### config.mk
export PLATFORM = sky130hd
export DESIGN_NAME = apb_req_arbiter
export DESIGN_NICKNAME = d
export VERILOG_FILES = /design/src/rtl/apb_arb_pkg.sv /design/src/rtl/rr_arbiter.sv /design/src/rtl/apb_req_arbiter.sv
export SDC_FILE = /design/constraint.sdc
export NUM_CORES = 1
export LEC_CHECK = 0
export ABC_AREA = 1
export CAP_MARGIN = 40
export CORE_AREA = 3 3 209 160
export CTS_CLUSTER_SIZE = 12
export DETAILED_ROUTE_END_ITERATION = 8
export DIE_AREA = 0 0 212 163
export MAX_ROUTING_LAYER = met4
export SETUP_SLACK_MARGIN = 0.05
export SYNTH_ARGS = -nofsm -noshare
export SYNTH_HDL_FRONTEND = slang
export SYNTH_HIERARCHICAL = 1
export SYNTH_SLANG_ARGS = --single-unit
export TNS_END_PERCENT = 30
### constraint.sdc
create_clock -name PCLK -period 6.2 [get_ports PCLK]
set_input_delay 1.55 -clock PCLK [delete_from_list [all_inputs] [get_ports PCLK]]
set_output_delay 1.55 -clock PCLK [all_outputs]
set_load 0.1 [all_outputs]
### src/rtl/apb_arb_pkg.sv
// Shared types and default widths for the APB request arbiter.
package apb_arb_pkg;

    typedef enum logic [1:0] {
        IDLE,
        SETUP,
        ACCESS,
        DONE
    } state_t;

    localparam int unsigned DEF_N_REQ          = 4;
    localparam int unsigned DEF_ADDR_W         = 32;
    localparam int unsigned DEF_DATA_W         = 32;
    localparam int unsigned DEF_TIMEOUT_CYCLES = 16;

endpackage

### src/rtl/rr_arbiter.sv
// Combinational round-robin grant selection: the first active request at or after ptr wins.
module rr_arbiter #(
    parameter int unsigned N     = 4,
    parameter int unsigned IDX_W = $clog2(N)
) (
    input  logic [N-1:0]     req,
    input  logic [IDX_W-1:0] ptr,
    output logic [N-1:0]     grant,
    output logic [IDX_W-1:0] grant_idx
);

    logic             found;
    logic [IDX_W-1:0] sel;

    always_comb begin
        grant     = '0;
        grant_idx = '0;
        found     = 1'b0;
        sel       = '0;
        for (int unsigned k = 0; k < N; k++) begin
            sel = IDX_W'((32'(ptr) + k) % N);
            if (!found && req[sel]) begin
                found      = 1'b1;
                grant[sel] = 1'b1;
                grant_idx  = sel;
            end
        end
    end

endmodule

### src/rtl/apb_req_arbiter.sv
// N-requester round-robin front end for a single APB master port.
// Optional ACCESS-phase PREADY timeout is compiled in with `define APB_ARB_TIMEOUT_EN.
module apb_req_arbiter
    import apb_arb_pkg::*;
#(
    parameter int unsigned N_REQ          = DEF_N_REQ,
    parameter int unsigned ADDR_W         = DEF_ADDR_W,
    parameter int unsigned DATA_W         = DEF_DATA_W,
    parameter int unsigned TIMEOUT_CYCLES = DEF_TIMEOUT_CYCLES
) (
    input  logic                       PCLK,
    input  logic                       PRESET,
    input  logic [N_REQ-1:0]           req_valid,
    input  logic [N_REQ-1:0]           req_write,
    input  logic [N_REQ*ADDR_W-1:0]    req_addr,
    input  logic [N_REQ*DATA_W-1:0]    req_wdata,
    output logic [N_REQ-1:0]           req_done,
    output logic [DATA_W-1:0]          rsp_rdata,
    output logic                       rsp_err,
    output logic                       PSEL,
    output logic                       PENABLE,
    output logic                       PWRITE,
    output logic [ADDR_W-1:0]          PADDR,
    output logic [DATA_W-1:0]          PWDATA,
    input  logic [DATA_W-1:0]          PRDATA,
    input  logic                       PREADY,
    input  logic                       PSLVERR
);

    localparam int unsigned IDX_W = $clog2(N_REQ);

    state_t           state, state_next;
    logic [IDX_W-1:0] ptr, grant_idx, grant_q;
    logic [N_REQ-1:0] grant_oh, grant_oh_q;
    logic             tmo_hit;

    rr_arbiter #(
        .N     (N_REQ),
        .IDX_W (IDX_W)
    ) u_rr (
        .req       (req_valid),
        .ptr       (ptr),
        .grant     (grant_oh),
        .grant_idx (grant_idx)
    );

`ifdef APB_ARB_TIMEOUT_EN
    localparam int unsigned TMO_W = $clog2(TIMEOUT_CYCLES + 1);
    logic [TMO_W-1:0] tmo_cnt;

    // Fires on the TIMEOUT_CYCLES-th consecutive wait cycle; PREADY=1 on that cycle still wins.
    assign tmo_hit = (state == ACCESS) && !PREADY &&
                     (tmo_cnt == TMO_W'(TIMEOUT_CYCLES - 1));

    always_ff @(posedge PCLK or posedge PRESET) begin
        if (PRESET)
            tmo_cnt <= '0;
        else if (state == IDLE)
            tmo_cnt <= '0;
        else if (state == ACCESS && !PREADY)
            tmo_cnt <= tmo_cnt + 1'b1;
    end
`else
    assign tmo_hit = 1'b0;
`endif

    always_ff @(posedge PCLK or posedge PRESET) begin
        if (PRESET)
            state <= IDLE;
        else
            state <= state_next;
    end

    always_comb begin
        state_next = state;
        PSEL       = 1'b0;
        PENABLE    = 1'b0;
        req_done   = '0;
        case (state)
            IDLE:   if (|req_valid) state_next = SETUP;
            SETUP: begin
                PSEL       = 1'b1;
                state_next = ACCESS;
            end
            ACCESS: begin
                PSEL    = 1'b1;
                PENABLE = 1'b1;
                if (PREADY || tmo_hit) state_next = DONE;
            end
            DONE: begin
                req_done   = grant_oh_q;
                state_next = IDLE;
            end
            default: state_next = IDLE;
        endcase
    end

    always_ff @(posedge PCLK or posedge PRESET) begin
        if (PRESET) begin
            ptr        <= '0;
            grant_q    <= '0;
            grant_oh_q <= '0;
            PWRITE     <= 1'b0;
            PADDR      <= '0;
            PWDATA     <= '0;
            rsp_rdata  <= '0;
            rsp_err    <= 1'b0;
        end else begin
            if (state == IDLE && |req_valid) begin
                grant_q    <= grant_idx;
                grant_oh_q <= grant_oh;
                PWRITE     <= req_write[grant_idx];
                PADDR      <= req_addr[grant_idx*ADDR_W +: ADDR_W];
                PWDATA     <= req_wdata[grant_idx*DATA_W +: DATA_W];
            end
            if (state == ACCESS && PREADY) begin
                rsp_rdata <= PWRITE ? '0 : PRDATA;
                rsp_err   <= PSLVERR;
            end else if (tmo_hit) begin
                rsp_rdata <= '0;
                rsp_err   <= 1'b1;
            end
            if (state == DONE)
                ptr <= (grant_q == IDX_W'(N_REQ - 1)) ? '0 : grant_q + 1'b1;
        end
    end

endmodule

==> results by stage <==
Global route:
- The pin count of the biggest net entering global routing is 67.
- The overall routing resource usage is 0.196.
- The total overflow left after global routing is 0.
- The first global-routing pass estimated 51100 um of wire.
- The via count of the first global-routing pass is 9333.
- In the global route stage, met1 resource usage came out at 0.238.
- The number of antenna violations at the first check in global routing is 8.
- The most used routing layer in global routing is met2.
- The met2 track utilization from global routing is 0.328.
- The global routing met3 resource utilization is 0.0427.

Clock network:
- The clock net in this run drives a total of 108 sinks.
- The insertion delay of the later-clocked pin in the worst-skew pair is 0.36 ns.
- The post-CTS repair timing setup buffer count is 0.
- The number of hold buffers added after CTS is 0.
- The count of cells resized by post-cts repair is 0.
- The H-tree was split into 3 levels.
- The total CTS buffers is 9.
- TritonCTS built the clock tree.
- The tree is rooted in a sky130_fd_sc_hd__clkbuf_16.
- The clock slew at the register clock pins of the worst setup and hold paths is about 0.080 ns.
- The maximum root-to-sink buffer count is 2.

Timing:
- The highest clock frequency the design can meet is about 0.25 GHz.
- Adding up every negative setup slack in the final design gives 0 ns.
- The max-slew violation total from the final report is 0.
- The worst pin sits at a relative slew slack of 0.473.
- The hold violation total from the final report came to 0.
- The worst-margin pin slew is 0.791 ns.
- The minimum clock period is about 4.0 ns.
- Setup violations remaining at the end of the flow were counted as 0.
- Setup repair after global routing left no endpoint under its margin.
- Clock skew on the completed layout was measured at around 0.011 ns.
- The post-route clock period utilization is 0.644.

Route:
- The detailed-route via count is 9463.
- The first detailed-routing pass took 4 iterations.
- The residual antenna-violating net count after detailed routing is 0.
- The routed wire length is roughly 34000 um.
- In this run, the number of DRC markers left after iteration 0 of detailed routing was ~530.
- After detailed routing, the average wire length per cell comes to 15.5 um.
- In the routed layout, each cell is associated on average with a via count of 4.30.
- For this run, design rule violations remaining after detail routing come to 0.

Critical path:
- The endpoint kind of the worst setup timing path is a flop.
- In this run the worst path has a maximum fanout of 66.
- The critical path in this run is classified as input port to flop.
- STA classifies the critical path startpoint as an input port.
- Data arrives at the worst endpoint at 4.24 ns.
- The worst endpoint required time is 6.45 ns.

Cells and area:
- The fraction of layout cells with a size suffix above 1 is 0.0890.
- In the layout the commonest cells are sky130_fd_sc_hd__nand2_1 (625), sky130_fd_sc_hd__clkdlybuf4s50_1 (403), sky130_fd_sc_hd__inv_1 (276).
- The total area of multi-input combinational cells is 0.00371 mm2.
- Leaving out fill and tap cells, the most frequent cell in the layout is sky130_fd_sc_hd__nand2_1.
- After filler insertion, the fill cell instance count of the layout stands at 2978.
- The total number of nets in the final design is 2091.
- In the final layout, flip-flops and latches occupy 0.00270 mm2.
- Compared with the post-synthesis result, the final layout area differs by 90.8%.

Synthesis:
- Averaged over all synthesized cells, the footprint is 5.97 um2.
- For this run, the number of Yosys warnings is 6.
- The synthesized design contains 108 register bits.
- The post-synthesis cell area is 0.00787 mm2.
- The share of synthesized area occupied by flip-flops and latches is 0.343.
- The count of different cell masters after synthesis is 26.
- Synthesis produced 1319 cells.
- The synthesized net count is 1628.

Die:
- The area of the placeable core is 0.0313 mm2.
- The effective utilization at floorplan is 0.251.
- The die is 212 um wide.
- The die covers approximately 0.035 mm2.
- The site row count is 56.
- The overall die height is around 160 um.
- The number of primary I/O pins is 404.

Min path:
- The path class of the tightest hold or removal check is flop to flop.

Placement:
- The placed wire-length estimate after detailed placement is 26000 um.
- The count of buffers from port buffering is 403.
- The congestion estimate from routability-driven global placement came to 0.876.

Job:
- Max-cap violations in this run came to 0.

Run status:
- The flow ran to the end, and the final reports show no timing, DRC or antenna violations.
[metrics by stage]
step	util	cells	area, um2	hold WS [ns]	worst slack (ns)
2_1_floorplan	-	1319	7870	0.449	1.80
3_3_place_gp	0.387	2068	12100	0.461	1.84
3_5_place_dp	0.469	2177	14700	0.464	1.83
4_1_cts	0.479	2193	15000	0.486	2.22
5_1_grt	0.479	2201	15000	0.498	1.95
6_report	0.479	2201	15000	0.480	2.21
[metal layers]
metal	vias to the layer above	share of wire
met5	-	0
li1	4773	-
met1	4316	0.43
met2	344	0.49
met4	0	0.018
met3	30	0.066
[worst paths after layout]
kind / cells after the start / slack (ns) / start / to
min in group asynchronous: 2 / 1.40 / PRESET / PADDR[25]
min: 2 / 0.48 / PADDR[14] / PADDR[14]
max: 15 / 2.21 / req_valid[3] / PWDATA[3]
min reg2reg: 2 / 0.48 / PADDR[14] / PADDR[14]
max reg2reg: 15 / 2.83 / ptr[1] / PWDATA[3]
max in group asynchronous: 3 / 3.86 / PRESET / PADDR[13]
[cell usage after synthesis (all sizes together)]
cell,instances,area share
nand2,633,0.31
inv,282,0.14
nand3,157,0.10
dfrtp,108,0.34
buf,57,0.046
o21ai,36,0.023
clkbuf,12,0.0057
nor2,10,0.0072
ha,9,0.014
a21oi,5,0.0032
a21boi,4,0.0038
mux2,3,0.0043
or2,2,0.0016
bufinv,1,0.0022
[flip-flops by register name (all words and copies together), names as in the netlist]
signal / cells
PWRITE: 1
grant_q: 2
grant_oh_q: 4
rsp_err: 1
ptr: 2
PWDATA: 32
PADDR: 32
state: 2
rsp_rdata: 32
[cell families after synthesis]
group / synth area share
multiplexers: 0.00429
flip-flops: 0.343
AO/OA/AOI/OAI: 0.0299
buffers and inverters: 0.189
adder cells (fa/ha/maj): 0.0143
AND/OR/NAND/NOR: 0.419
[worst max-delay path, stage by stage]
cell                              delay, ns
sky130_fd_sc_hd__clkdlybuf4s50_1       0.53
sky130_fd_sc_hd__inv_1                 0.08
sky130_fd_sc_hd__nand2_1               0.10
sky130_fd_sc_hd__nand3_4               0.14
sky130_fd_sc_hd__nand2_8               0.13
sky130_fd_sc_hd__o21ai_1               0.06
sky130_fd_sc_hd__nor2_1                0.19
sky130_fd_sc_hd__nor2_4                0.12
sky130_fd_sc_hd__inv_4                 0.54
sky130_fd_sc_hd__buf_12                0.36
sky130_fd_sc_hd__nand2_1               0.09
sky130_fd_sc_hd__nand3_1               0.08
sky130_fd_sc_hd__nand2_1               0.05
sky130_fd_sc_hd__nand2_1               0.09
sky130_fd_sc_hd__nand2_1               0.06
[layout make-up]
class,instances,area share
antenna,8,0.00133
multi-input combinational,859,0.247
tap,406,0.0338
clock inverter,7,0.00542
sequential,108,0.180
inverter,283,0.0723
clock buffer,9,0.0150
timing repair buffer,521,0.445
Power is left out: the tool's default activity adds up to more than one toggle a clock period on the data nets, which glitch-free logic cannot reach.
==> RTL change 1: new RTL, same flow settings <==
Change the package constant `DEF_DATA_W` from 32 to 48.
--- a/src/rtl/apb_arb_pkg.sv
+++ b/src/rtl/apb_arb_pkg.sv
@@ -12,3 +12,3 @@
     localparam int unsigned DEF_ADDR_W         = 32;
-    localparam int unsigned DEF_DATA_W         = 32;
+    localparam int unsigned DEF_DATA_W         = 48;
     localparam int unsigned DEF_TIMEOUT_CYCLES = 16;
Ports: changed (resized PRDATA, PWDATA, req_wdata and rsp_rdata); port bits go from 404 to 516. The function was not compared with the original's and may differ.
==> RTL change 1 against the unedited design <==
Synthesized area up 25%; sequential share of layout area up 0.19 points; routed wire length is 29% higher; cell area is 28% higher; sequential cell count grew 32; clock skew is 0.0036 ns higher; setup slack gained 0.018 ns; count of clock-buffer cells in the layout is 13 higher; largest cell class unchanged; highest routed layer unchanged.
Power is not shown: default switching activity piles up to over one toggle a cycle in this logic, so the estimate is an artifact.
==> RTL change 1: results (changes against the unedited design) <==
{| class="wikitable"
! Metric !! Value
|-
| Met2 routing resource usage after global routing || 43.4% (+11 points)
|-
| Most used standard cells in the synthesized netlist || sky130_fd_sc_hd__nand2_1 (786), sky130_fd_sc_hd__inv_1 (341), sky130_fd_sc_hd__nand3_1 (188), sky130_fd_sc_hd__dfrtp_1 (140), sky130_fd_sc_hd__o21ai_0 (50)
|-
| Number of signal-net inverters in the final layout || 347 (+23%)
|-
| Filler cell count || 2647 (-11%)
|-
| Reg-to-reg critical path endpoint || PWDATA[43]$_DFFE_PP0P_
|-
| # H-tree levels || 4 (+1)
|-
| Detailed Place HPWL || 33200 um (+27%)
|-
| Synthesized instance count || 1640 (+24%)
|-
| Slowest-stage cell, CP || sky130_fd_sc_hd__buf_4
|-
| Antenna cell count || 9 (+1)
|-
| Number of sequential cells in the layout || 140 (+30%)
|-
| Syn_nets || 2029 (+25%)
|-
| Register-to-register path setup slack || 2.78 ns (-0.05 ns)
|-
| Result of the run || complete, no violations
|-
| Dpl ws || 1.75 ns (-0.0878 ns)
|-
| Reg2reg start || ptr[0]$_DFFE_PP0N_
|-
| Area taken by flip-flops and latches || 3500 sq um (+30%)
|-
| Number of DRC markers after the initial detailed-route iteration || 655 (+23%)
|-
| First-pass GRT wire length || 67000 um (+31%)
|-
| Kind of cell adding the most delay to the critical path || simple AND/OR/NAND/NOR gates
|-
| Multi-input combinational area share || 23.6% (-1.1 points)
|-
| Max-Slew Margin vs Limit || 49.2% (+1.9 points)
|-
| Layout multi-input combinational cell count || 1067 (+24%)
|-
| Vias in the first global route || 12100 (+30%)
|-
| Detail-routed net length per standard cell || 16.4 um (+6.0%)
|-
| DRT met1 WL || 18100 um (+24%)
|-
| Global routing met1 resource utilization || 30.4% (+6.6 points)
|-
| Non-clock buffer share of cell area || 45.1% (+0.56 points)
|-
| GR Layer Usage met3 || 6.22% (+1.9 points)
|-
| Per-cell via count in the routed design || 4.48 (+4.1%)
|-
| Layout clock buffer count || 22 (+13)
|-
| Number of antenna violations at the first check in global routing || 9 (+1)
|-
| Port Buffer Count || 515 (+28%)
|-
| Share of the yosys chip area belonging to registers || 35.7% (+1.4 points)
|-
| Endpoint of the worst hold path || grant_oh_q[2]$_DFFE_PP0P_
|-
| Number of placed instances, taps included || 2628 (+21%)
|}
==> RTL change 1: how the worst max path moves through the flow <==
stage | cells after the start | slack [ns] | to | from
floorplan | 1 | 0.90 | PADDR[0]$_DFFE_PP0P_ | PRESET
global placement | 15 | 1.77 | PADDR[7]$_DFFE_PP0P_ | req_valid[3]
detailed placement | 15 | 1.75 | PWDATA[32]$_DFFE_PP0P_ | req_valid[3]
CTS | 15 | 2.21 | PWDATA[32]$_DFFE_PP0P_ | req_valid[3]
global route | 15 | 1.98 | PWDATA[43]$_DFFE_PP0P_ | req_valid[3]
finish | 14 | 2.22 | PADDR[9]$_DFFE_PP0P_ | req_valid[3]
==> RTL change 1: cell families (layout without fill, tap and decap cells) <==
group           after synthesis  count (layout)  share of synthesized area, %
simple gates                994             994                          41.4
other cells                   0               9                             0
fa+ha+maj                     9               9                          1.15
compound gates               61              61                          3.21
flops                       140             140                          35.7
buf+inv                     433            1047                          18.2
mux                           3               3                         0.344
==> RTL change 1: worst reg2reg max path, cell delays in order, from the launching register on <==
cell                      delay [ns]
sky130_fd_sc_hd__dfrtp_1        0.65
sky130_fd_sc_hd__inv_6          0.12
sky130_fd_sc_hd__ha_1           0.39
sky130_fd_sc_hd__inv_1          0.14
sky130_fd_sc_hd__nand3_1        0.09
sky130_fd_sc_hd__nand2_1        0.13
sky130_fd_sc_hd__o21ai_1        0.09
sky130_fd_sc_hd__nor2_1         0.20
sky130_fd_sc_hd__nor2_4         0.07
sky130_fd_sc_hd__inv_4          0.43
sky130_fd_sc_hd__buf_4          0.56
sky130_fd_sc_hd__nand2_1        0.12
sky130_fd_sc_hd__nand3_1        0.09
sky130_fd_sc_hd__nand2_1        0.08
sky130_fd_sc_hd__nand2_1        0.07
sky130_fd_sc_hd__nand2_1        0.07
==> RTL change 2: new RTL, config.mk and constraints unchanged <==
Without the edit above. Encoding of `state_t`: now one-hot (4 bits for 4 states).
--- a/src/rtl/apb_arb_pkg.sv
+++ b/src/rtl/apb_arb_pkg.sv
@@ -3,7 +3,7 @@
 
-    typedef enum logic [1:0] {
-        IDLE,
-        SETUP,
-        ACCESS,
-        DONE
+    typedef enum logic [3:0] {
+        IDLE   = 4'b0001,
+        SETUP  = 4'b0010,
+        ACCESS = 4'b0100,
+        DONE   = 4'b1000
     } state_t;
Formal check against the unedited RTL: same outputs for any inputs over 4 cycles, from zero or initial values and one cycle with PRESET high; so few cycles prove little.
==> RTL change 2 against the unedited design <==
Sequential cell count grew 2; utilization grew 0.62 points; cell area grew 1.3%; setup slack worse by 0.046 ns; synthesized area rose by 1.6%; final cell count grew 0.55%; routed wire length decreased by 2.1%; critical path type is now reg -> out.
Power is left out: the tool's default activity adds up to more than one toggle a clock period on the data nets, which glitch-free logic cannot reach.
==> RTL change 2: results (changes against the unedited design) <==
{| class="wikitable"
! Metric !! Value
|-
| Syn_nets || 1650 (+1.4%)
|-
| Routed WL || 33300 um (-2.1%)
|-
| Most used standard cells in the synthesized netlist || sky130_fd_sc_hd__nand2_1 (635), sky130_fd_sc_hd__inv_1 (282), sky130_fd_sc_hd__nand3_1 (158), sky130_fd_sc_hd__dfrtp_1 (109), sky130_fd_sc_hd__buf_2 (49)
|-
| Result of the run || complete, no violations
|-
| Crit path launch || state[3]$_DFFE_PP0P_
|-
| Weighted congestion reported at the end of routability-driven placement || 0.867 (-1.0%)
|-
| Register-to-register path setup slack || 2.99 ns (+0.16 ns)
|-
| Detail-routed net length per standard cell || 15.1 um (-2.6%)
|-
| Met2 wire length || 16600 um (+0.30%)
|-
| Detailed Place HPWL || 25600 um (-1.6%)
|-
| Worst skew pair latency || 0.36 ns (about the same)
|-
| Vias in the first global route || 9808 (+5.1%)
|-
| All-layer global routing usage || 19.8% (+0.22 points)
|-
| Number of DRC markers after the initial detailed-route iteration || 549 (+3.0%)
|-
| Detailed Routing Iterations Pass 1 || 5 (+1)
|-
| Max Fanout on Critical Path || 34 (-48%)
|-
| Synthesized area divided by synthesized cell count || 5.95 sq um (-0.30%)
|-
| Ratio of cells with drive above 1 in the final layout || 8.75% (-0.15 points)
|-
| Final-stage net count || 2107 (+0.77%)
|-
| Data arrival time of the worst path || 2.49 ns (-1.75 ns)
|-
| Number of placed instances, taps included || 2196 (+0.87%)
|-
| Maximum number of pins on one net before global-route repair || 132 (+97%)
|-
| Leading cell types by total area after synthesis || sky130_fd_sc_hd__dfrtp_1 (34%), sky130_fd_sc_hd__nand2_1 (30%), sky130_fd_sc_hd__inv_1 (13%), sky130_fd_sc_hd__nand3_1 (9.9%), sky130_fd_sc_hd__buf_2 (3.1%)
|-
| Worst-case clock skew || 0.00971 ns (-0.000818 ns)
|-
| Number of buffers on the longest clock path || 2 (unchanged)
|-
| Share of the yosys chip area belonging to registers || 34.4% (+0.10 points)
|-
| First-pass GRT wire length || 52400 um (+2.4%)
|-
| Yosys cell types || 27 (+3.8%)
|-
| Standard cell area after detailed placement || 14900 sq um (+1.4%)
|-
| Number of antenna violations at the first check in global routing || 1 (-7)
|-
| Met3 routed WL || 2030 um (-10%)
|-
| Via count || 9656 (+2.0%)
|-
| Number of buffers created by CTS || 9 (unchanged)
|-
| Reg2reg start || ptr[1]$_DFFE_PP0N_
|-
| Library cell used as clock root buffer || sky130_fd_sc_hd__clkbuf_16
|-
| Final hold slack || 0.482 ns (+0.00216 ns)
|-
| Largest registers || PADDR: 32 flops, PWDATA: 32 flops, rsp_rdata: 32 flops
|-
| DRT met1 WL || 13600 um (-6.7%)
|-
| Max-Slew Margin vs Limit || 41.4% (-5.9 points)
|-
| Startpoint of the worst hold path || PWDATA[14]$_DFFE_PP0P_
|}
[RTL change 2: cell type report]
class                      instances  area, sq um
multi-input combinational        875         3780
clock inverter                     7         91.3
antenna                            1         2.50
timing repair buffer             517         6740
clock buffer                       9          225
fill                            2946        16100
inverter                         288         1100
tap                              406          508
sequential                       110         2750
[RTL change 2: final timing paths]
kind                                           to  cells past startpoint
hold reg to reg            PWDATA[14]$_DFFE_PP0P_                      2
min in group asynchronous    PADDR[7]$_DFFE_PP0P_                      2
setup reg to reg            PADDR[26]$_DFFE_PP0P_                     16
max in group asynchronous  PWDATA[29]$_DFFE_PP0P_                      3
setup / recovery                          PENABLE                      5
hold / removal             PWDATA[14]$_DFFE_PP0P_                      2
[RTL change 2: per-stage QoR]
step	utilization (%)	worst slack [ns]
floorplan	-	1.75
global placement	39.2	1.96
detailed placement	47.6	1.93
CTS	48.6	2.10
global route	48.6	1.99
finish	48.6	2.16
[RTL change 2: kinds of logic after synthesis]
kind of cell | Yosys count | share of synthesized area (%)
AND/OR/NAND/NOR | 856 | 45.2
buffers and inverters | 359 | 18.5
flip-flops | 110 | 34.4
AO/OA/AOI/OAI | 13 | 0.939
adder cells (fa/ha/maj) | 6 | 0.939
[RTL change 2: per-layer routing]
metal / track usage, % / up-vias
li1: - / 4853
met1: 23.3 / 4397
met2: 33.9 / 350
met3: 4.10 / 56
met4: 6.33 / 0
met5: - / -
[RTL change 2: worst max-delay path, cell delays in order, from the launching register on]
cell                              delay (ns)
sky130_fd_sc_hd__dfrtp_1                0.40
sky130_fd_sc_hd__inv_1                  0.09
sky130_fd_sc_hd__nand2_1                0.09
sky130_fd_sc_hd__nor2_4                 0.66
sky130_fd_sc_hd__clkdlybuf4s50_1        0.66
sky130_fd_sc_hd__buf_8                  0.20
